<file path="config.mk">
export PLATFORM = sky130hd
export DESIGN_NAME = in_fifo_pkt
export DESIGN_NICKNAME = d
export VERILOG_FILES = /design/src/rtl/usb_in_pkg.sv /design/src/rtl/in_fifo_pkt_mem.sv /design/src/rtl/in_fifo_pkt.sv
export SDC_FILE = /design/constraint.sdc
export NUM_CORES = 1
export LEC_CHECK = 0
export BUFFER_PORTS_ARGS = -buffer_cell sky130_fd_sc_hd__buf_4
export CORE_ASPECT_RATIO = 1.25
export CORE_UTILIZATION = 46
export DETAILED_ROUTE_END_ITERATION = 10
export PLACE_DENSITY = 0.58
export SYNTH_ARGS = -nofsm -noshare
export SYNTH_HDL_FRONTEND = slang
export SYNTH_SLANG_ARGS = --single-unit
</file>
<file path="constraint.sdc">
create_clock -name clk_i -period 4.1 [get_ports clk_i]
set_clock_uncertainty 0.05 [all_clocks]
set_input_delay 0.41 -clock clk_i [delete_from_list [all_inputs] [get_ports clk_i]]
set_output_delay 0.41 -clock clk_i [all_outputs]
set_load 0.02 [all_outputs]
</file>
<file path="src/rtl/usb_in_pkg.sv">
// usb_in_pkg: shared types and helpers for the USB IN packet FIFO (in_fifo_pkt).
package usb_in_pkg;

  // Packet FSM states.
  typedef enum logic [1:0] {
    IDLE     = 2'd0,
    SEND     = 2'd1,
    WAIT_ACK = 2'd2
  } state_e;

  // Legal full-speed/high-speed IN endpoint packet sizes.
  typedef enum int {
    MPS_8  = 8,
    MPS_16 = 16,
    MPS_32 = 32,
    MPS_64 = 64
  } mps_e;

  // Ceil-log2 usable in constant expressions; clog2(1) == 0.
  function automatic int clog2(input int value);
    int res;
    res = 0;
    while ((1 << res) < value) res++;
    return res;
  endfunction

endpackage

</file>
<file path="src/rtl/in_fifo_pkt_mem.sv">
// in_fifo_pkt_mem: DEPTH x 8 byte store, one synchronous write port and an
// asynchronous read port so the SIE sees the current byte without latency.
module in_fifo_pkt_mem
  import usb_in_pkg::*;
#(
  parameter  int DEPTH = 64,
  localparam int AW    = clog2(DEPTH)
) (
  input  logic          clk_i,
  input  logic          we_i,
  input  logic [AW-1:0] waddr_i,
  input  logic [7:0]    wdata_i,
  input  logic [AW-1:0] raddr_i,
  output logic [7:0]    rdata_o
);

  logic [7:0] mem_q [DEPTH];

  // Byte write; the array is deliberately left out of reset.
  // NOTE: data storage has no reset -- validity is tracked by the pointers,
  // and a reset on the array would turn it into flops plus a wide reset net.
  always_ff @(posedge clk_i) begin
    if (we_i) mem_q[waddr_i] <= wdata_i;
  end

  assign rdata_o = mem_q[raddr_i];

endmodule

</file>
<file path="src/rtl/in_fifo_pkt.sv">
// in_fifo_pkt: USB IN byte FIFO with packet snapshot, ACK commit and retry
// rewind. Three pointers: wr (next free), rd (next to send), cm (oldest unacked).
// Optional build macro IN_FIFO_PKT_LEVEL_EN adds app_in_level_o and
// app_in_almost_full_o.
module in_fifo_pkt
  import usb_in_pkg::*;
#(
  parameter  int DEPTH           = 64,
  parameter  int MAX_PACKET_SIZE = MPS_8,
  localparam int PTR_W           = clog2(DEPTH),
  localparam int LEN_W           = clog2(MAX_PACKET_SIZE + 1)
) (
  input  logic             clk_i,
  input  logic             reset_n_i,
  input  logic             clk_gate_i,
  input  logic [7:0]       app_in_data_i,
  input  logic             app_in_valid_i,
  output logic             app_in_ready_o,
  input  logic             in_req_i,
  output logic [LEN_W-1:0] in_len_o,
  output logic [7:0]       in_data_o,
  output logic             in_valid_o,
  input  logic             in_ready_i,
  output logic             in_last_o,
  input  logic             in_ack_i,
  input  logic             in_retry_i,
`ifdef IN_FIFO_PKT_LEVEL_EN
  output logic [PTR_W:0]   app_in_level_o,
  output logic             app_in_almost_full_o,
`endif
  output logic             app_in_buffer_empty_o
);

  localparam int PW = PTR_W + 1;

  state_e           state_q, state_d;
  logic [PW-1:0]    wr_ptr_q, wr_ptr_d;
  logic [PW-1:0]    rd_ptr_q, rd_ptr_d;
  logic [PW-1:0]    cm_ptr_q, cm_ptr_d;
  logic [LEN_W-1:0] len_q, len_d;
  logic [LEN_W-1:0] left_q, left_d;

  logic [PW-1:0]    occupancy;
  logic [PW-1:0]    unsent;
  logic [LEN_W-1:0] snap_len;
  logic             wr_en;
  logic [7:0]       rd_data;

  // Pointer arithmetic wraps modulo 2*DEPTH, so plain subtraction gives counts.
  assign occupancy      = wr_ptr_q - cm_ptr_q;
  assign unsent         = wr_ptr_q - rd_ptr_q;
  assign snap_len       = (unsent > PW'(MAX_PACKET_SIZE)) ? LEN_W'(MAX_PACKET_SIZE)
                                                          : LEN_W'(unsent);
  assign app_in_ready_o = (occupancy != PW'(DEPTH));
  assign wr_en          = app_in_valid_i && app_in_ready_o;

  assign app_in_buffer_empty_o = (wr_ptr_q == cm_ptr_q);

`ifdef IN_FIFO_PKT_LEVEL_EN
  assign app_in_level_o       = occupancy;
  assign app_in_almost_full_o = (occupancy >= PW'(DEPTH - MAX_PACKET_SIZE));
`endif

  in_fifo_pkt_mem #(
    .DEPTH (DEPTH)
  ) u_mem (
    .clk_i   (clk_i),
    .we_i    (wr_en),
    .waddr_i (wr_ptr_q[PTR_W-1:0]),
    .wdata_i (app_in_data_i),
    .raddr_i (rd_ptr_q[PTR_W-1:0]),
    .rdata_o (rd_data)
  );

  // Only a live byte is presented; idle output reads as zero.
  assign in_data_o = in_valid_o ? rd_data : 8'h00;

  // Next-state logic for the packet FSM, read/commit pointers and lengths.
  // NOTE: every output of this block is defaulted first so no path leaves a
  // signal unassigned, which would otherwise infer a latch.
  always_comb begin
    state_d    = state_q;
    wr_ptr_d   = wr_ptr_q + PW'(wr_en);
    rd_ptr_d   = rd_ptr_q;
    cm_ptr_d   = cm_ptr_q;
    len_d      = len_q;
    left_d     = left_q;
    in_valid_o = 1'b0;
    in_last_o  = 1'b0;

    unique case (state_q)
      IDLE: begin
        // Snapshot uses pre-write pointers: a same-cycle write is excluded.
        if (clk_gate_i && in_req_i) begin
          len_d   = snap_len;
          left_d  = snap_len;
          state_d = (snap_len == '0) ? WAIT_ACK : SEND;
        end
      end

      SEND: begin
        in_valid_o = 1'b1;
        in_last_o  = (left_q == LEN_W'(1));
        if (clk_gate_i && in_retry_i && !in_ack_i) begin
          // Abort mid-packet: rewind to the oldest unacked byte.
          rd_ptr_d = cm_ptr_q;
          state_d  = IDLE;
        end else if (clk_gate_i && in_ready_i) begin
          rd_ptr_d = rd_ptr_q + PW'(1);
          left_d   = left_q - LEN_W'(1);
          if (left_q == LEN_W'(1)) state_d = WAIT_ACK;
        end
      end

      WAIT_ACK: begin
        if (clk_gate_i && in_ack_i) begin
          cm_ptr_d = rd_ptr_q;
          state_d  = IDLE;
        end else if (clk_gate_i && in_retry_i) begin
          rd_ptr_d = cm_ptr_q;
          state_d  = IDLE;
        end
      end

      default: state_d = IDLE;
    endcase
  end

  // State and pointer registers with synchronous active-low reset.
  // NOTE: non-blocking assignments here so every register samples the
  // pre-edge values computed above, independent of statement order.
  always_ff @(posedge clk_i) begin
    if (!reset_n_i) begin
      state_q  <= IDLE;
      wr_ptr_q <= '0;
      rd_ptr_q <= '0;
      cm_ptr_q <= '0;
      len_q    <= '0;
      left_q   <= '0;
    end else begin
      state_q  <= state_d;
      wr_ptr_q <= wr_ptr_d;
      rd_ptr_q <= rd_ptr_d;
      cm_ptr_q <= cm_ptr_d;
      len_q    <= len_d;
      left_q   <= left_d;
    end
  end

  assign in_len_o = len_q;

endmodule

</file>
### Word-level counts from Yosys, hierarchy flattened

Memories as Yosys holds them, arrays and structs flattened. A register that Yosys moved wholly into a read port is not among the register bits.
Index checks and enable logic that the tools add are counted.

* word-level logic and storage cells: 67
* register bits: 31
* memories kept: 1
* bits in writable memories: 512
* output and inout bits: 16
* bits of input ports: 16

Memory list
* u_mem.mem_q: depth 64, bits a word 8, read ports 1, clocked after Yosys merged registers in 1, write ports 1, line in_fifo_pkt_mem.sv:17 `logic [7:0] mem_q [DEPTH];`

* multiplexer cells: 25
* add/sub/neg operators: 5
* reduce and logical (&&, ||, !) cells: 16
* eq/ne operators: 13
* order comparisons: 1

Operator list (count)
* $mux W7: 4
* $mux W4: 4
* $mux W2: 7
* $pmux W7 S2: 1
* $sub A7 B7 Y7: 2
* $mux W6: 2
* $reduce_and A4 Y1: 3
* $ne A2 B2 Y1 const B: 5
* $ne A3 B3 Y1 const B: 3
* $mux W8: 1
* $pmux W4 S2: 1
* $add A7 B1 Y7: 1
* $add A7 B1 Y7 const B: 1
* $eq A7 B7 Y1: 1
* $gt A7 B4 Y1 const B: 1
* $ne A7 B7 Y1 const B: 1
* $logic_and A1 B1 Y1: 6
* $pmux W2 S3: 1
* $eq A4 B1 Y1 const B: 1
* $logic_not A4 Y1: 1
* $mux W1: 4
* $reduce_and A2 Y1: 2
* $reduce_bool A2 Y1: 2
* $sub A4 B1 Y4 const B: 1
* other kinds (4): 4

### Longest topological paths before layout

* word-level depth: 7
* mapped depth: 16
* depth with buffers taken out: 13

### Hierarchy

From an unflattened synthesis, not the netlist that was laid out.

* cells, all modules: 1211
* area, all modules: 22222.6 um^2

By module, submodules not included
* in_fifo_pkt_mem: cells each 932, area an instance 20006.7 um^2, times used 1, sequential area each 15374.7 um^2
* in_fifo_pkt: cells each 279, area an instance 2215.9 um^2, times used 1, sequential area each 620.6 um^2

### Worst setup path before layout

No wires, ideal clock.

* kind: reg2reg
* from: register wr_ptr_q[0]
* to: register wr_ptr_q[4]
* path buffers: 3
* setup time: 0.115 ns
* period minus slack after synthesis: 3.394 ns
* cell stages (with the launch flop): 17
* required time: 3.935 ns
* setup slack: 0.706 ns
* arrival time: 3.229 ns
* path through: dfxtp_1 clkbuf_1 inv_1 ha_1 nor2b_1 o21a_1 or4_1 a311o_1 o41ai_2 buf_4 buf_6 inv_1 ha_1 ha_1 nand3_1 xnor2_1 and2_1

* cells in the longest elaborated chain, start to end: 4

RTL lines
* from (decl): line in_fifo_pkt.sv:37 `logic [PW-1:0] wr_ptr_q, wr_ptr_d;`
* from (signal assigned): line in_fifo_pkt.sv:142 `wr_ptr_q <= wr_ptr_d;`
* $sub A7 B7 Y7: line in_fifo_pkt.sv:50 `assign occupancy = wr_ptr_q - cm_ptr_q;`
* $ne A7 B7 Y1: line in_fifo_pkt.sv:54 `assign app_in_ready_o = (occupancy != PW'(DEPTH));`
* $logic_and A1 B1 Y1: line in_fifo_pkt.sv:55 `assign wr_en = app_in_valid_i && app_in_ready_o;`
* $add A7 B1 Y7 (*): line in_fifo_pkt.sv:83 `wr_ptr_d = wr_ptr_q + PW'(wr_en);`

Every way passes the cells marked *; elsewhere a longest branch is shown, timed or not.
A chain may end at the register's enable or synchronous reset.

==> flow_metrics.env <==
export IMPL_status="finished, final reports clean"
export IMPL_cts_path_max_buffers=3
export IMPL_syn_nets=1241
export IMPL_grt_ovfl_total=0
export IMPL_required_ns=3.64
export IMPL_synth_avg_cell_area_um2=18.5
export IMPL_grt_pass1_vias=11700
export IMPL_tightest_slew_ns=1.16
export IMPL_cts_root_buffer="clkbuf_16"
export IMPL_viasPerCell=5.78
export IMPL_fin_nets=1338
export IMPL_cp_max_fo=16
export IMPL_layout_commonest_cell="edfxtp_1"
export IMPL_rsz0062_at_grt="no"
export IMPL_cp_arrival_ns=3.40
export IMPL_slew_headroom_pct=22.2
export IMPL_port_buffers=31
export IMPL_num_io_pins=32
export IMPL_muxShareOfSynthArea_pct=15.8
export IMPL_synth_adder_area_share_pct=1.04
export IMPL_drv_slew=0
export IMPL_netlist_instances=1207
export IMPL_yosys_area_share_simple_pct=5.87
export IMPL_route_vias_total=11500
export IMPL_synth_edf_count=512
export IMPL_gp_congestion=0.809
export IMPL_ir_worst_vdd_v=0.000321
export IMPL_crit_type="flip-flop to output port"
export IMPL_ys_types=58
export IMPL_power_density_mw_per_mm2=482
export IMPL_place_hpwl_um=32000
export IMPL_grt_pass1_wl_um=76500
export IMPL_cts_tree="yes"
export IMPL_seq_area_frac_synth_pct=72.1
export IMPL_hold_viol_final=0
export IMPL_drtIter0Drc=936
export IMPL_holdWs_ns=0.195
export IMPL_cts_sink_count=549
export IMPL_core_mm2=0.0475
export IMPL_fmax_mhz=259
export IMPL_post_cts_buffers=0
export IMPL_areaGrowthSynthToFinish_pct=13.8
export IMPL_start_kind="flip-flop"
export IMPL_clk_pin_slew_ns=0.06
export IMPL_synth_compound_area_share_pct=3.22
export IMPL_htree_levels=2
export IMPL_finalSetupTns_ns=0
export IMPL_grt_max_degree=65
export IMPL_antenna_found_initial=0
export IMPL_cts_buffers=54
export IMPL_synth_async_sr_flop_share_pct=0
export IMPL_clkLatencyLatePin_ns=0.59
export IMPL_final_cell_mix="512 x edfxtp_1, 148 x mux4_2, 101 x buf_4"
export IMPL_cap_viol_max_count=0
export IMPL_synth_area_mm2=0.0224
export IMPL_firstDrtPassIters=5
export IMPL_dieWidth_um=199
export IMPL_antenna_cells=0
export IMPL_finalSetupViolations=0
export IMPL_ys_ff_latch=549
export IMPL_yosys_area_share_xor_xnor_pct=0.353
export IMPL_p_leak_nw=7.94
export IMPL_routedWlPerCell_um=26.0
export IMPL_drt_total_wl_um=51600
export IMPL_crit_path_end_kind="output port"
export IMPL_period_share_pct=94.2
export IMPL_layout_drive_gt1_share_pct=25.3
export IMPL_start_util_pct=47.0
export IMPL_period_needed_ns=3.86
export IMPL_grt_usage_pct=21.7
export IMPL_drc=0
export IMPL_synth_top_family_by_area="multiplexers"
export IMPL_die_h_um=248
export IMPL_die_area_mm2=0.0495
export IMPL_min_path_type="input pin to flip-flop"
export IMPL_fp_row_count=89
export IMPL_ys_warn_count=0
export IMPL_synth_flop_cell="edfxtp_1"
export IMPL_ant_nets=0
[what timing repair did]
action | in CTS | in global routing
hold buffers | 0 | 0
resized for setup | 0 | 1
setup endpoints to repair | 0 | 1
[logic make-up after synthesis]
family          count (synthesis)
xor+xnor                        9
mux                           167
fa+ha+maj                      18
buf+inv                        84
compound gates                107
simple gates                  273
flops                         549
[final timing paths]
kind / from / to / slack (ns) / depth (start not counted)
setup / recovery: flip-flop / in_data_o[2] / 0.24 / 7
hold / removal: reset_n_i / left_q[3] / 0.19 / 3
setup reg to reg: cm_ptr_q[1] / u_mem.mem_q[18][4] / 0.67 / 9
hold reg to reg: in_len_o[0] / in_len_o[0] / 0.43 / 2
[registers in the layout, indices dropped and copies added (netlist names), named ones only]
register / flops
state_q: 2
cm_ptr_q: 7
rd_ptr_q: 7
u_mem.mem_q: 512
in_len_o: 4
left_q: 4
wr_ptr_q: 7
[cell usage after synthesis, types with 15 or more instances]
library cell | n | share of area, %
inv_1 | 20 | 0.34
dfxtp_1 | 37 | 3.3
clkbuf_1 | 39 | 0.65
edfxtp_1 | 512 | 69
nor2_1 | 82 | 1.4
nand3_1 | 17 | 0.38
nor2b_1 | 24 | 0.67
mux2i_1 | 18 | 0.81
mux4_2 | 148 | 15
o21ai_0 | 23 | 0.52
buf_2 | 15 | 0.34
nand2_1 | 83 | 1.4
ha_1 | 17 | 0.95
[critical path: stages, from the launching register on]
cell and delay [ns]:
dfxtp_4 0.60, buf_4 0.42, mux4_2 0.57, a2111oi_1 0.61, a21oi_1 0.08, nand4_1 0.13
o21ai_0 0.17, buf_4 0.21
[layer usage]
metal	wire, um	GRT usage (%)
met5	0	0
met1	21100	29.3
met4	1620	7.52
met3	3070	4.39
met2	25800	35.0
[report_power, final]
group	internal [mW]	leakage [nW]	total, mW	switching (mW)
clock network	2.75	0.845	4.78	2.03
registers	6.17	4.91	6.24	0.0662
logic	0.522	2.19	1.26	0.734
[final cells by class]
cell class	instances	area [um^2]
clock buffer	71	1500
tap	637	797
inverter	20	75.1
multi-input combinational	574	5900
clock inverter	27	209
fill	3782	22100
timing repair buffer	105	838
sequential	549	16100
[per-stage QoR]
| step | setup WS, ns | instance area (um^2) | total power, mW | std cells | util (%) |
|---|---|---|---|---|---|
| 2_1_floorplan | 0.706 | 22400 | 7.12 | 1207 | - |
| 6_report | 0.239 | 25400 | 12.3 | 1983 | 53.5 |
| 5_1_grt | 0.0789 | 25400 | 12.7 | 1983 | 53.5 |
| 3_5_place_dp | 0.633 | 23700 | 7.63 | 1885 | 49.9 |
| 3_3_place_gp | 0.764 | 23700 | 7.62 | 1885 | 49.9 |
| 4_1_cts | 0.147 | 25400 | 12.4 | 1983 | 53.5 |
Power figures use the tool's default switching activity.
